<file path="config.mk">
export PLATFORM = sky130hd
export DESIGN_NAME = if_prefetch
export DESIGN_NICKNAME = d
export VERILOG_FILES = /design/src/rtl/if_prefetch_pkg.sv /design/src/rtl/if_prefetch_inst_fifo.sv /design/src/rtl/if_prefetch.sv
export SDC_FILE = /design/constraint.sdc
export NUM_CORES = 1
export LEC_CHECK = 0
export ABC_AREA = 1
export BUFFER_PORTS_ARGS = -buffer_cell sky130_fd_sc_hd__buf_2
export CORE_MARGIN = 2
export CORE_UTILIZATION = 50
export DETAILED_ROUTE_END_ITERATION = 10
export PLACE_DENSITY = 0.69
export SLEW_MARGIN = 10
export SYNTH_ARGS = -nofsm -noshare
export SYNTH_HDL_FRONTEND = slang
export SYNTH_SLANG_ARGS = --single-unit
</file>
<file path="constraint.sdc">
create_clock -name clk -period 2.1 [get_ports clk]
set_input_delay 0.315 -clock clk [delete_from_list [all_inputs] [get_ports clk]]
set_output_delay 0.315 -clock clk [all_outputs]
set_load 0.01 [all_outputs]
</file>
<file path="src/rtl/if_prefetch_pkg.sv">
// Shared types and helpers for the instruction-fetch front end.
package if_prefetch_pkg;

  typedef logic [15:0] word_t;
  typedef logic [15:0] addr_t;

  typedef enum logic [0:0] {
    FETCH = 1'b0,
    DROP  = 1'b1
  } fetch_state_e;

  localparam word_t NOP_INST_DEFAULT = 16'h0000;

  // Sequential fetch address; wraps FFFF -> 0000 naturally.
  function automatic addr_t pc_inc(input addr_t pc);
    return pc + 16'h0001;
  endfunction

endpackage

</file>
<file path="src/rtl/if_prefetch_inst_fifo.sv">
// First-word fall-through FIFO of {inst, pc_added} entries with synchronous flush.
module if_prefetch_inst_fifo #(
  parameter int DEPTH = 4
) (
  input  logic                       clk,
  input  logic                       rst,
  input  logic                       flush,
  input  logic                       push,
  input  logic [31:0]                push_data,
  input  logic                       pop,
  output logic                       valid,
  output logic [31:0]                head,
  output logic [$clog2(DEPTH+1)-1:0] count
);

  localparam int AW = $clog2(DEPTH);
  localparam int CW = $clog2(DEPTH+1);

  logic [31:0]   mem_r [DEPTH];
  logic [AW-1:0] wr_ptr_r;
  logic [AW-1:0] rd_ptr_r;
  logic [CW-1:0] count_r;
  logic          push_ok_s;
  logic          pop_ok_s;

  // Qualify push/pop against occupancy; a pop frees a slot for a same-cycle push.
  always_comb begin
    pop_ok_s  = pop && (count_r != {CW{1'b0}});
    push_ok_s = push && ((count_r != CW'(DEPTH)) || pop_ok_s);
  end

  // Storage, pointers and occupancy counter.
  always_ff @(posedge clk or negedge rst) begin
    if (!rst) begin
      for (int i = 0; i < DEPTH; i++) begin
        mem_r[i] <= 32'h0000_0000;
      end
      wr_ptr_r <= {AW{1'b0}};
      rd_ptr_r <= {AW{1'b0}};
      count_r  <= {CW{1'b0}};
    end else if (flush) begin
      wr_ptr_r <= {AW{1'b0}};
      rd_ptr_r <= {AW{1'b0}};
      count_r  <= {CW{1'b0}};
    end else begin
      if (push_ok_s) begin
        mem_r[wr_ptr_r] <= push_data;
        wr_ptr_r        <= wr_ptr_r + AW'(1);
      end
      if (pop_ok_s) begin
        rd_ptr_r <= rd_ptr_r + AW'(1);
      end
      case ({push_ok_s, pop_ok_s})
        2'b10:   count_r <= count_r + CW'(1);
        2'b01:   count_r <= count_r - CW'(1);
        default: count_r <= count_r;
      endcase
    end
  end

  assign valid = (count_r != {CW{1'b0}});
  assign head  = mem_r[rd_ptr_r];
  assign count = count_r;

endmodule

</file>
<file path="src/rtl/if_prefetch.sv">
// Instruction-fetch front end: fetch PC, single-outstanding imem request FSM,
// and a prefetch FIFO feeding IF/ID; redirects flush and drop in-flight reads.
module if_prefetch
  import if_prefetch_pkg::*;
#(
  parameter int    DEPTH    = 4,
  parameter addr_t RESET_PC = 16'h0000,
  parameter word_t NOP_INST = NOP_INST_DEFAULT
) (
  input  logic        clk,
  input  logic        rst,
  input  logic        redirect,
  input  logic [15:0] redirect_pc,
  input  logic        stall,
  output logic        imem_req,
  output logic [15:0] imem_addr,
  input  logic        imem_ack,
  input  logic [15:0] imem_rdata,
  output logic        inst_valid,
  output logic [15:0] inst_out,
  output logic [15:0] pc_added_out
);

  localparam int CW = $clog2(DEPTH+1);

  fetch_state_e  state_r, state_s;
  addr_t         fpc_r, fpc_s;
  addr_t         drop_addr_r, drop_addr_s;
  logic          req_s;
  addr_t         addr_s;
  logic          push_s, pop_s, flush_s;
  logic          fifo_valid_s;
  logic [31:0]   fifo_head_s;
  logic [CW-1:0] fifo_count_s;
  logic          fifo_full_s;

  assign fifo_full_s = (fifo_count_s == CW'(DEPTH));

  // Request generation: a dropped read keeps its address until its ack arrives.
  always_comb begin
    req_s  = 1'b0;
    addr_s = fpc_r;
    case (state_r)
      FETCH: begin
        req_s  = !fifo_full_s;
        addr_s = fpc_r;
      end
      DROP: begin
        req_s  = 1'b1;
        addr_s = drop_addr_r;
      end
      default: begin
        req_s  = 1'b0;
        addr_s = fpc_r;
      end
    endcase
  end

  // Next-state, PC update and FIFO control; redirect overrides push and pop.
  always_comb begin
    state_s     = state_r;
    fpc_s       = fpc_r;
    drop_addr_s = drop_addr_r;
    push_s      = 1'b0;
    flush_s     = redirect;
    pop_s       = fifo_valid_s && !stall && !redirect;
    case (state_r)
      FETCH: begin
        if (redirect) begin
          fpc_s = redirect_pc;
          if (req_s && !imem_ack) begin
            state_s     = DROP;
            drop_addr_s = fpc_r;
          end else begin
            state_s = FETCH;
          end
        end else if (req_s && imem_ack) begin
          push_s = 1'b1;
          fpc_s  = pc_inc(fpc_r);
        end else begin
          fpc_s = fpc_r;
        end
      end
      DROP: begin
        if (redirect) begin
          fpc_s = redirect_pc;
        end else begin
          fpc_s = fpc_r;
        end
        if (imem_ack) begin
          state_s = FETCH;
        end else begin
          state_s = DROP;
        end
      end
      default: begin
        state_s = FETCH;
      end
    endcase
  end

  // FSM, fetch PC and dropped-request address registers.
  always_ff @(posedge clk or negedge rst) begin
    if (!rst) begin
      state_r     <= FETCH;
      fpc_r       <= RESET_PC;
      drop_addr_r <= 16'h0000;
    end else begin
      state_r     <= state_s;
      fpc_r       <= fpc_s;
      drop_addr_r <= drop_addr_s;
    end
  end

  if_prefetch_inst_fifo #(
    .DEPTH(DEPTH)
  ) u_inst_fifo (
    .clk      (clk),
    .rst      (rst),
    .flush    (flush_s),
    .push     (push_s),
    .push_data({imem_rdata, pc_inc(fpc_r)}),
    .pop      (pop_s),
    .valid    (fifo_valid_s),
    .head     (fifo_head_s),
    .count    (fifo_count_s)
  );

  assign imem_req     = req_s && rst;
  assign imem_addr    = addr_s;
  assign inst_valid   = fifo_valid_s;
  assign inst_out     = fifo_valid_s ? fifo_head_s[31:16] : NOP_INST;
  assign pc_added_out = fifo_valid_s ? fifo_head_s[15:0] : 16'h0000;

endmodule

</file>
# Yosys cells after proc, flatten, opt, wreduce, memory -nomap -nowiden
# Cells that the tools add are included.
word_totals:
  register_bits: 168
  output_inout_bits: 50
op_classes:
  n_bitwise: 4
  n_lt_le_gt_ge: 3
  n_mux: 27
  n_eq_ne: 6
  addsub: 5
  n_reduce_logical: 20
op_table:
  columns: ["operator", "n"]
  rows:
  - ["$bwmux W128", 1]
  - ["$mux W32", 3]
  - ["$mux W16", 5]
  - ["$bmux W32 S2", 1]
  - ["$demux W32 S2", 1]
  - ["$pmux W16 S2", 2]
  - ["$add A16 B1 Y16 const B", 1]
  - ["$logic_and A1 B1 Y1", 8]
  - ["$mux W2", 4]
  - ["$ge A3 B3 Y1 const B", 2]
  - ["$mux W1", 6]
  - ["$ne A3 B3 Y1 const B", 2]
  - ["$not A2 Y3", 2]
  - ["$pmux W3 S2", 1]
  - ["$reduce_bool A3 Y1", 2]
  - ["$add A2 B1 Y2 const B", 2]
  - ["$logic_not A1 Y1", 4]
  - ["$pmux W1 S2", 2]
  - ["$reduce_and A2 Y1", 2]
  - ["$reduce_bool A2 Y1", 2]
  - ["$add A3 B1 Y3 const B", 1]
  - ["$eq A3 B3 Y1 const B", 1]
  - ["$lt A3 B1 Y1 const B", 1]
  - ["$mux W3", 1]
  - ["7 further kinds", 8]

# Depth between registers and ports, before layout
# Gate-level depths: netlist (run 1).
depth:
  ltp_word: 11
  depth_mapped: 13
  depth_no_buf: 13

# Cells and area by module
# From an unflattened synthesis (run 1), not the netlist that was laid out.
hier_totals:
  cells_unflattened: 1050
  area_unflattened_um2: 8602.0
by_module_without_submodules:
  columns: ["module", "n_inst", "cells_each", "area_each_um2"]
  rows:
  - ["if_prefetch_inst_fifo", 1, 680, 6294.8]
  - ["if_prefetch", 1, 370, 2307.2]

# Worst setup path after synthesis (run 1)
# OpenSTA, ideal clock, no wires.
synth_timing:
  path_type: "register to register"
  startpoint: "register u_inst_fifo.count_r[1], in the netlist u_inst_fifo.count[1]"
  endpoint: "register u_inst_fifo.count_r[2], in the netlist u_inst_fifo.count[2]"
  stages_incl_launch_ff: 14
  t_arrival_ns: 1.863
  synth_period_minus_slack_ns: 1.981
  path_slack_ns: 0.119
  setup_time_ns: 0.118
  required_ns: 1.982
  path_cell_list: "dfrtp_1 nor2_1 nand2_1 inv_2 nor2_2 nand2_1 inv_1 fa_1 xor2_1 inv_1 nand3_1 nand2_1 nand3_1 nand2_1"
synth_between:
  elab_cells_between_ends: 21
  cone_classes: "add/sub: 2; eq/ne: 4; mux: 6; reduce/logical: 9"
synth_lines:
  columns: ["item", "line", "rtl"]
  rows:
  - ["from (decl)", "if_prefetch_inst_fifo.sv:22", "logic [CW-1:0] count_r;"]
  - ["from (signal assigned)", "if_prefetch_inst_fifo.sv:40", "count_r <= {CW{1'b0}};"]
  - ["from (signal assigned)", "if_prefetch_inst_fifo.sv:44", "count_r <= {CW{1'b0}};"]
  - ["from (signal assigned)", "if_prefetch_inst_fifo.sv:54", "2'b10: count_r <= count_r + CW'(1);"]
  - ["$reduce_bool A3 Y1 (*)", "if_prefetch_inst_fifo.sv:61", "assign valid = (count_r != {CW{1'b0}});"]
  - ["via inst_valid", "if_prefetch.sv:19", "output logic inst_valid,"]
  - ["$logic_and A1 B1 Y1 (2 in series)", "if_prefetch.sv:66", "pop_s = fifo_valid_s && !stall && !redirect;"]
  - ["$logic_and A1 B1 Y1 (*)", "if_prefetch_inst_fifo.sv:28", "pop_ok_s = pop && (count_r != {CW{1'b0}});"]
  - ["$logic_or A1 B1 Y1", "if_prefetch_inst_fifo.sv:29", "push_ok_s = push && ((count_r != CW'(DEPTH)) || pop_ok_s);"]
  - ["$logic_and A1 B1 Y1", "if_prefetch_inst_fifo.sv:29", null]
  - ["$eq A2 B1 Y1 or $eq A2 B2 Y1 (tied branches)", "if_prefetch_inst_fifo.sv:53", "case ({push_ok_s, pop_ok_s})"]
  - ["$pmux W3 S2", "if_prefetch_inst_fifo.sv:53", null]
  - ["$mux W3", "if_prefetch_inst_fifo.sv:41", "end else if (flush) begin"]
# Mark *: on every way through the listed nets, which the timed path passes. The rest lies on a longest branch.
# A chain may end at the register's enable or synchronous reset.

# Worst setup path after layout (run 1)
layout_timing:
  startpoint: "register u_inst_fifo.rd_ptr_r[0]"
  endpoint: "output port inst_out[10]"
layout_between:
  elab_chain_len: 5
layout_lines:
  columns: ["item", "line", "rtl"]
  rows:
  - ["from (decl)", "if_prefetch_inst_fifo.sv:21", "logic [AW-1:0] rd_ptr_r;"]
  - ["from (signal assigned)", "if_prefetch_inst_fifo.sv:39", "rd_ptr_r <= {AW{1'b0}};"]
  - ["from (signal assigned)", "if_prefetch_inst_fifo.sv:43", "rd_ptr_r <= {AW{1'b0}};"]
  - ["from (signal assigned)", "if_prefetch_inst_fifo.sv:51", "rd_ptr_r <= rd_ptr_r + AW'(1);"]
  - ["$not A2 Y3 (not written as such)", "if_prefetch_inst_fifo.sv:62", "assign head = mem_r[rd_ptr_r];"]
  - ["$bmux W32 S2", "if_prefetch_inst_fifo.sv:62", null]
  - ["$mux W32 (not written as such) (2 in series)", "if_prefetch_inst_fifo.sv:62", null]
  - ["$mux W16", "if_prefetch.sv:132", "assign inst_out = fifo_valid_s ? fifo_head_s[31:16] : NOP_INST;"]
  - ["to (decl)", "if_prefetch.sv:20", "output logic [15:0] inst_out,"]
# Every way passes these cells. The select of a mux whose other input is x is not followed.

==> metrics list, run 1 <==
- For the worst setup path, the data required time is 1.78 ns.
- The region available for standard cell placement spans between 15,000 and 20,000 µm².
- Power Total: 14.1 mW
- Of all cell types, the one taking the most synthesized area is sky130_fd_sc_hd__dfrtp_1.
* Share of total power in sequential cells: 0.372
- Max Clock Freq: around 460 MHz
- CTS Buf Count: 17
- Power spread over the standard cell area amounts to ~1400 nW/µm².
- Die extent in y: 133 µm
- CTS Root Cell: sky130_fd_sc_hd__clkbuf_16
- The cell count after synthesis came out at 1,060.
- Setup repair after global routing could not meet its margin everywhere.
* Accumulated negative setup slack: -0.142 ns
- For this run, design rule violations remaining after detail routing come to 0.
* Leakage power: 4.95 nW
* Worst slew pin tran: 0.575 ns
- Internal Pwr Total: 8.50 mW
* Worst ir drop on vdd: between 800 and 900 µV
- Library cell appearing most often on the critical path: sky130_fd_sc_hd__a21oi_1
- Mean routed wirelength per cell: 16.0 µm
- Entering global routing, the biggest net connects 100 pins.
* Net switching power figure: 5.61 mW
- Post-layout net count: 1,184
* Post-DRT Antenna Nets: 0
- Net count after synthesis: 1,103
* Worst min-delay path class: input port to flop
* Net switching fraction of the power: 0.398
* Violated checks: negative setup slack
- Across every metal layer, demand over resource in global routing totals 0.251.
- Setup Skew: around 0.0042 ns
- The routed design could run at a clock period as short as 2.16 ns.
- The run finished, with violations left.
- Worst hold slack after final layout: 0.127 ns
- Number of buffers between clock root and the deepest sink: 2
* Fraction of the cycle the final worst path needs: 1.03
- Max Fanout on Critical Path: 9
- Number of flops mapped to enable cells by yosys: 0
- Total number of yosys warnings: 0
- In the synthesized netlist the async set-or-reset flop fraction comes to 1.00.
- Clock Pin Slew Worst Setup and Hold Paths: 0.06 ns
- Final HPWL from detailed placement: approximately 13 mm
- H-tree depth: 4
* Number of buffers and inverters on the critical path: 3
- The worst setup path is launched from a flop.
* Cells taking the most area after synthesis: sky130_fd_sc_hd__dfrtp_1, sky130_fd_sc_hd__nand2_1, sky130_fd_sc_hd__o21ai_0
- The worst pin sits at a relative slew slack of 0.617.
- Dividing the synthesized area by the synthesized cell count gives 7.88 µm².
- For this run, the slowest stage of the critical path takes 0.49 ns.
* Register-to-register path setup slack: 0.20 ns
- Row generation in the floorplan step produced 47 rows.
- Unique masters post-synth: 34
- Slowest cell on the critical path: sky130_fd_sc_hd__dfrtp_2
- Detailed-route via count: 7,315
- STA puts the critical path data arrival time at 1.84 ns.
* Initial core utilization: 0.508
- Counting the fill cells in the layout gives 1,501.
- Wirelength, routed: 22.0 mm
* Slew Limit Fails: 0
* Chain of cells forming the critical path: buf_6 -> buf_12 -> a21oi_1 -> o21ai_1 -> a21oi_1 -> buf_2
- Die X-Extent: 133 µm
* 1st-pass router iterations: 5
* Num ports: between 80 and 90
- Family with the most delay on the worst path: flip-flops
- Relative contribution of the clock network to total power: 0.201
* Global route total overflow: 0
* Post-synth design cell area: 8360 µm²
- Area share of the largest cell type after synthesis: 0.503
* Detailed-route vias per instance: 5.33
- Via count of the first global-routing pass: 6,819
- Final hold violations: 0
- In the final layout, the share of cells above drive strength 1 is 0.187.
- Synthesis-to-layout area growth: 17.9%
- Setup violations remaining at the end of the flow were counted as 6.
- First-pass GRT wire length: 35.3 mm
- The critical path is of the flop to output port type.
- Global placement routability congestion: 0.888
- Post-layout worst setup margin: -0.0564 ns
- Die area: approximately 18,000 µm²
- TritonCTS built the clock tree.
* Antenna violations before repair: 0
* Clock latency of the later-clocked register in the worst-skew pair: 0.43 ns
* Maximum Capacitance Violations: 0
- Of the total power, combinational logic draws 0.427.
* Sequential element share of the synthesized area: 0.503
* Synth Flop Type: sky130_fd_sc_hd__dfrtp_1
- Count of port buffers added during placement: between 80 and 90
- Count of clock tree sinks: 168
* Number of antenna diodes: 0
* DRT iter0 DRCs: 550
- Total of flip-flops plus latches after synthesis: about 170
- Critical Path End Type: output port
==> cell usage in the layout, fill, tap and decap left out, types with 3 or more instances in the layout <==
cell type,count
sky130_fd_sc_hd__nand2_1,342
sky130_fd_sc_hd__dfrtp_1,166
sky130_fd_sc_hd__o21ai_0,121
sky130_fd_sc_hd__inv_1,87
sky130_fd_sc_hd__buf_2,85
sky130_fd_sc_hd__a21oi_1,61
sky130_fd_sc_hd__o21ai_1,58
sky130_fd_sc_hd__nor2_1,52
sky130_fd_sc_hd__a21oi_2,26
sky130_fd_sc_hd__clkbuf_16,22
sky130_fd_sc_hd__nand3_1,18
sky130_fd_sc_hd__buf_4,14
sky130_fd_sc_hd__buf_12,8
sky130_fd_sc_hd__nand4_1,7
sky130_fd_sc_hd__xor2_1,7
sky130_fd_sc_hd__buf_6,7
sky130_fd_sc_hd__o21ai_2,6
sky130_fd_sc_hd__inv_2,5
sky130_fd_sc_hd__nand2_2,5
sky130_fd_sc_hd__ha_1,5
sky130_fd_sc_hd__nor2_2,4
sky130_fd_sc_hd__nand2_4,4
sky130_fd_sc_hd__inv_4,4
sky130_fd_sc_hd__clkinv_2,4
sky130_fd_sc_hd__o22ai_1,3
sky130_fd_sc_hd__clkinvlp_4,3
sky130_fd_sc_hd__clkbuf_1,3
==> worst paths after layout <==
check                                               startpoint                                  end  cells past startpoint
hold reg to reg              u_inst_fifo.mem_r[11]$_DFFE_PN0P_    u_inst_fifo.mem_r[11]$_DFFE_PN0P_                      2
setup / recovery           u_inst_fifo.rd_ptr_r[0]$_DFFE_PN0P_                         inst_out[10]                      6
setup reg to reg              u_inst_fifo.count[1]$_DFFE_PN0P_     u_inst_fifo.count[2]$_DFFE_PN0P_                     13
max in group asynchronous                                  rst  u_inst_fifo.rd_ptr_r[1]$_DFFE_PN0P_                      3
hold / removal                                   imem_rdata[4]    u_inst_fifo.mem_r[20]$_DFFE_PN0P_                      3
min in group asynchronous                                  rst    u_inst_fifo.mem_r[94]$_DFFE_PN0P_                      2
==> worst register-to-register path: cells and delay by family (launching register included) <==
| family | cells | cell delay (ns) |
|---|---|---|
| xor+xnor | 1 | 0.20 |
| fa+ha+maj | 1 | 0.37 |
| buf+inv | 3 | 0.18 |
| flops | 1 | 0.41 |
| simple gates | 8 | 0.64 |
==> cell type report <==
type | count | area [µm²] | share of cell area
sequential | 168 | 4210 | 0.427
timing repair buffer | 123 | 975 | 0.0989
inverter | 100 | 398 | 0.0404
clock buffer | 22 | 464 | 0.0471
clock inverter | 8 | 51.3 | 0.00521
tap | 220 | 275 | 0.0279
multi-input combinational | 731 | 3490 | 0.354
==> kinds of logic (layout without fill, tap and decap cells) <==
logic type                 count (synthesis)  after routing  share of synthesized area
AOI/OAI and AO/OA                        280            280                      0.170
xor gates and xnor gates                   7              7                    0.00734
adders and majority gates                  6              6                    0.00988
buffers and inverters                    161            253                     0.0967
DFF                                      168            168                      0.503
and+or+nand+nor                          438            438                      0.213
==> synthesized netlist by cell type, drive strengths merged (2+ instances only) <==
library cell	instances
a31oi	2
ha	5
a21oi	88
nand4	7
inv	98
xor2	7
nand2	351
nand3	21
clkinv	2
nor3	2
clkbuf	20
dfrtp	168
o21ai	186
buf	41
o22ai	3
nor2	57
==> through the flow <==
step | setup WS, ns | utilization | area, µm² | cells
after floorplan | 0.119 | - | 8360 | 1060
after global placement | 0.198 | 0.539 | 8870 | 1326
after detailed placement | 0.146 | 0.539 | 8870 | 1326
after CTS | -0.00434 | 0.578 | 9520 | 1364
after global routing | -0.0857 | 0.599 | 9860 | 1372
final | -0.0564 | 0.599 | 9860 | 1372
==> power by group through the flow <==
| stage | combinational [mW] | clock (mW) | sequential (mW) |
|---|---|---|---|
| 2_1_floorplan | 3.47 | 0 | 5.05 |
| 3_3_place_gp | 4.90 | 0 | 5.23 |
| 3_5_place_dp | 4.98 | 0 | 5.26 |
| 4_1_cts | 5.33 | 2.85 | 5.20 |
| 5_1_grt | 6.71 | 2.98 | 5.40 |
| 6_report | 6.02 | 2.84 | 5.26 |
==> routing by layer <==
metal / track usage / part of all wire / vias up
met5: 0 / 0 / -
met4: 0.0715 / 0.022 / 0
met3: 0.0453 / 0.057 / 43
met2: 0.399 / 0.47 / 233
met1: 0.355 / 0.45 / 3488
li1: - / - / 3551
==> registers in the layout, summed over array words and instances, names as in the netlist <==
register,flops
drop_addr_r,16
state_r,1
fpc_r,16
u_inst_fifo.count,3
u_inst_fifo.wr_ptr_r,2
u_inst_fifo.mem_r,128
u_inst_fifo.rd_ptr_r,2
==> timing repair <==
item	in CTS	in global routing
hold buffers	1	0
pin swaps	7	31
endpoints found under the hold margin	10	0
endpoints found under the setup margin	32	33
cloned	2	5
resized for setup	17	72
buffers inserted	5	3
(Power assumes the default switching activity.)
==> run 2: changes to the inputs <==
- clock period: 2.1 -> 2.66 ns (I/O delays scaled with it)
==> run 2 against run 1 <==
  * The flow now finishes without violations
  * Sequential cell count is the same
  * First-iteration DRC count grew 5.3%
  * Core utilization shrank 3.1 points
  * Clock power shrank 20%
  * Register-to-register slack gained 0.43 ns
  * Hold slack gained 0.084 ns
  * Critical path type unchanged
  * Largest cell class unchanged
  * Largest power group is now registers
==> metrics list, run 2 (same netlist as run 1, synthesis figures left out) <==
- Result of the run: finished clean
- Mean routed wirelength per cell: ~15 µm
* Area of the core: roughly 16,000 µm²
- Detailed-route vias per instance: 5.26
- In the final layout, the share of cells above drive strength 1 is 0.145.
* Accumulated negative setup slack: 0 ns
- Chain of cells forming the critical path: clkinv_1 -> buf_4 -> a21oi_1 -> o21ai_0 -> a21oi_1 -> buf_2
- Critical Path End Type: output port
* Synthesis-to-layout area growth: 11.9%
- Endpoint required time on the critical path: approximately 2.3 ns
* Initial core utilization: 0.508
- Measured on the finished design, the core utilization comes to 0.568.
- The finished cells cover between 9000 and 10,000 µm².
* Detailed-route via count: 7,125
* Register-to-register path setup slack: 0.63 ns
- Summed over all layers, the global routing overflow is 0.
- The first detailed-routing pass ran for 5 iterations.
* Unrepaired setup endpoints after global routing: false
- The endpoint identified for the worst register-to-register timing path is u_inst_fifo.count[2]$_DFFE_PN0P_.
- Entering global routing, the biggest net connects 82 pins.
- The first global-routing pass estimated 33.7 mm of wire.
- Maximum Capacitance Violations: 0
- Slew Limit Fails: 0
- Most common cell after layout, fill and taps aside: sky130_fd_sc_hd__nand2_1
- Cell area after placement: 8810 µm²
- Clock latency on the worst-skew pair, taken at its later pin, is 0.43 ns.
- Die X-Extent: 133 µm
- Antenna violations before repair: 0
* Number of buffers and inverters on the critical path: 3
- For this design the ratio of total power to cell area is 1100 nW/µm².
- The critical path in this run is classified as flop to output port.
- CTS Buf Count: 17
- Leakage power: 4.74 nW
* Residual DRC count: 0
- The floorplan step defined a die boundary enclosing 17,800 µm².
- Among all stages on the critical path, the largest delay is contributed by sky130_fd_sc_hd__dfrtp_1.
- By instance count, the cell type seen most on the critical path is sky130_fd_sc_hd__a21oi_1.
* Top reg by flops: u_inst_fifo.mem_r
- Family with the most delay on the worst path: buffers and inverters
- For the pin with the worst max-slew slack, the measured transition is between 0.5 and 0.6 ns.
- Setup violations remaining at the end of the flow were counted as 0.
* Number of buffers between clock root and the deepest sink: 2
- The detail route stage leaves a number of antenna-violating nets equal to 0.
- Across the VDD grid, the largest voltage drop is 669 µV.
- Max FFs per register: around 130
* Hold-critical path endpoint: u_inst_fifo.mem_r[16]$_DFFE_PN0P_
- The cell sitting at the root of the clock tree is a sky130_fd_sc_hd__clkbuf_16.
- Worst hold slack after final layout: 0.212 ns
* Global placement routability congestion: 0.887
* H-tree depth: 4
- Slowest cell delay on critical path: approximately 0.53 ns
* R2R depth: 13
* Core Rows: 47
- Wirelength, routed: between 20 and 25 mm
* Top Registers: u_inst_fifo.mem_r (128), drop_addr_r (16), fpc_r (16)
- In this run, the number of DRC markers left after iteration 0 of detailed routing was 579.
- STA classifies the critical path startpoint as a flop.
- In the layout the commonest cells are sky130_fd_sc_hd__nand2_1, sky130_fd_sc_hd__dfrtp_1, sky130_fd_sc_hd__o21ai_0.
- In the global route stage, overall resource usage came out at 0.237.
- For the finished layout, the period the worst path requires is 2.39 ns.
- On the final layout, the worst clock skew is a little over 0.007 ns.
- Post-CTS setup repair buffer count: 0
- Post-layout worst setup margin: 0.274 ns
* Max Fanout on Critical Path: 15
- Measured against its own limit, the worst slew margin works out to 0.631.
* Count of port buffers added during placement: between 80 and 90
* Setup Slack @ Placement: 0.622 ns
- After clock tree synthesis, the clock-pin slew on the worst setup and hold paths is roughly 0.070 ns.
* Die extent in y: around 130 µm
* Fraction of the cycle the final worst path needs: 0.897
- Power Total: 10.3 mW
- Data arrival time at the worst-slack endpoint: 1.99 ns
- Max Clock Freq: 419 MHz
* Count of clock tree sinks: 168
- Counting tap cells, the placed design contains a total of 1,322 instances.
- TritonCTS built the clock tree.
- Number of cells on the worst hold path: 3
- Via count of the first global-routing pass: 6,680
- Number of antenna diodes: 0
* Num ports: 87
- Worst min-delay path class: input port to flop
* Filler-free cell count of the finished design: 1,354
- The number of endpoints with negative hold slack in the final report is 0.
- Post-layout net count: 1,165
- Worst reg2reg path startpoint: u_inst_fifo.count[1]$_DFFE_PN0P_
- Final HPWL from detailed placement: 13.3 mm
- Startpoint of the worst hold path: imem_rdata[0]
-- run 2: changes by cell type in the layout (fill, tap and decap cells not counted), sizes merged --
| cell | previous run | this run |
|---|---|---|
| buf | 117 | 103 |
| clkbuf | 27 | 20 |
| clkinv | 7 | 8 |
| clkinvlp | 3 | 4 |
| inv | 98 | 99 |
-- run 2: worst register-to-register path, stage by stage (launching register included) --
cell                      delay [ns]
sky130_fd_sc_hd__dfrtp_1        0.41
sky130_fd_sc_hd__nor2_1         0.23
sky130_fd_sc_hd__nand2_1        0.12
sky130_fd_sc_hd__inv_2          0.08
sky130_fd_sc_hd__nor2_2         0.07
sky130_fd_sc_hd__nand2_1        0.12
sky130_fd_sc_hd__inv_1          0.06
sky130_fd_sc_hd__fa_1           0.37
sky130_fd_sc_hd__xor2_1         0.20
sky130_fd_sc_hd__inv_1          0.05
sky130_fd_sc_hd__nand3_1        0.07
sky130_fd_sc_hd__nand2_1        0.05
sky130_fd_sc_hd__nand3_1        0.06
sky130_fd_sc_hd__nand2_1        0.05
-- run 2: how the worst max path moves through the flow --
stage	start	endpoint	slack [ns]	cells after the start
5_1_grt	u_inst_fifo.rd_ptr_r[1]$_DFFE_PN0P_	pc_added_out[10]	0.15	6
4_1_cts	u_inst_fifo.rd_ptr_r[0]$_DFFE_PN0P_	inst_out[9]	0.25	5
6_report	u_inst_fifo.rd_ptr_r[1]$_DFFE_PN0P_	pc_added_out[10]	0.27	6
3_5_place_dp	u_inst_fifo.count[1]$_DFFE_PN0P_	u_inst_fifo.count[2]$_DFFE_PN0P_	0.62	13
3_3_place_gp	u_inst_fifo.count[1]$_DFFE_PN0P_	u_inst_fifo.count[2]$_DFFE_PN0P_	0.69	13
2_1_floorplan	u_inst_fifo.count[1]$_DFFE_PN0P_	u_inst_fifo.count[2]$_DFFE_PN0P_	0.68	13
-- run 2: final cells by class --
| cell class | count | area, µm² |
|---|---|---|
| fill | 1547 | 7120 |
| sequential | 168 | 4210 |
| multi-input combinational | 731 | 3350 |
| timing repair buffer | 104 | 599 |
| clock buffer | 20 | 457 |
| inverter | 100 | 390 |
| tap | 220 | 275 |
| clock inverter | 11 | 76.3 |
-- run 2: routing by layer --
metal,up-vias,global-route usage,routed length [µm]
met4,0,0.0739,351
met1,3371,0.333,9420
met2,219,0.378,9470
met5,-,0,0
li1,3501,-,-
met3,34,0.0419,1160
-- run 2: where the power goes --
group | internal [mW] | total [mW] | switching [mW]
Combinational | 1.39 | 3.90 | 2.52
Sequential | 3.59 | 4.12 | 0.527
Clock | 1.23 | 2.26 | 1.03
-- run 2: timing repair --
| action | CTS | global route |
|---|---|---|
| resized for setup | 0 | 0 |
| hold buffers | 1 | 0 |
| endpoints found under the hold margin | 29 | 0 |
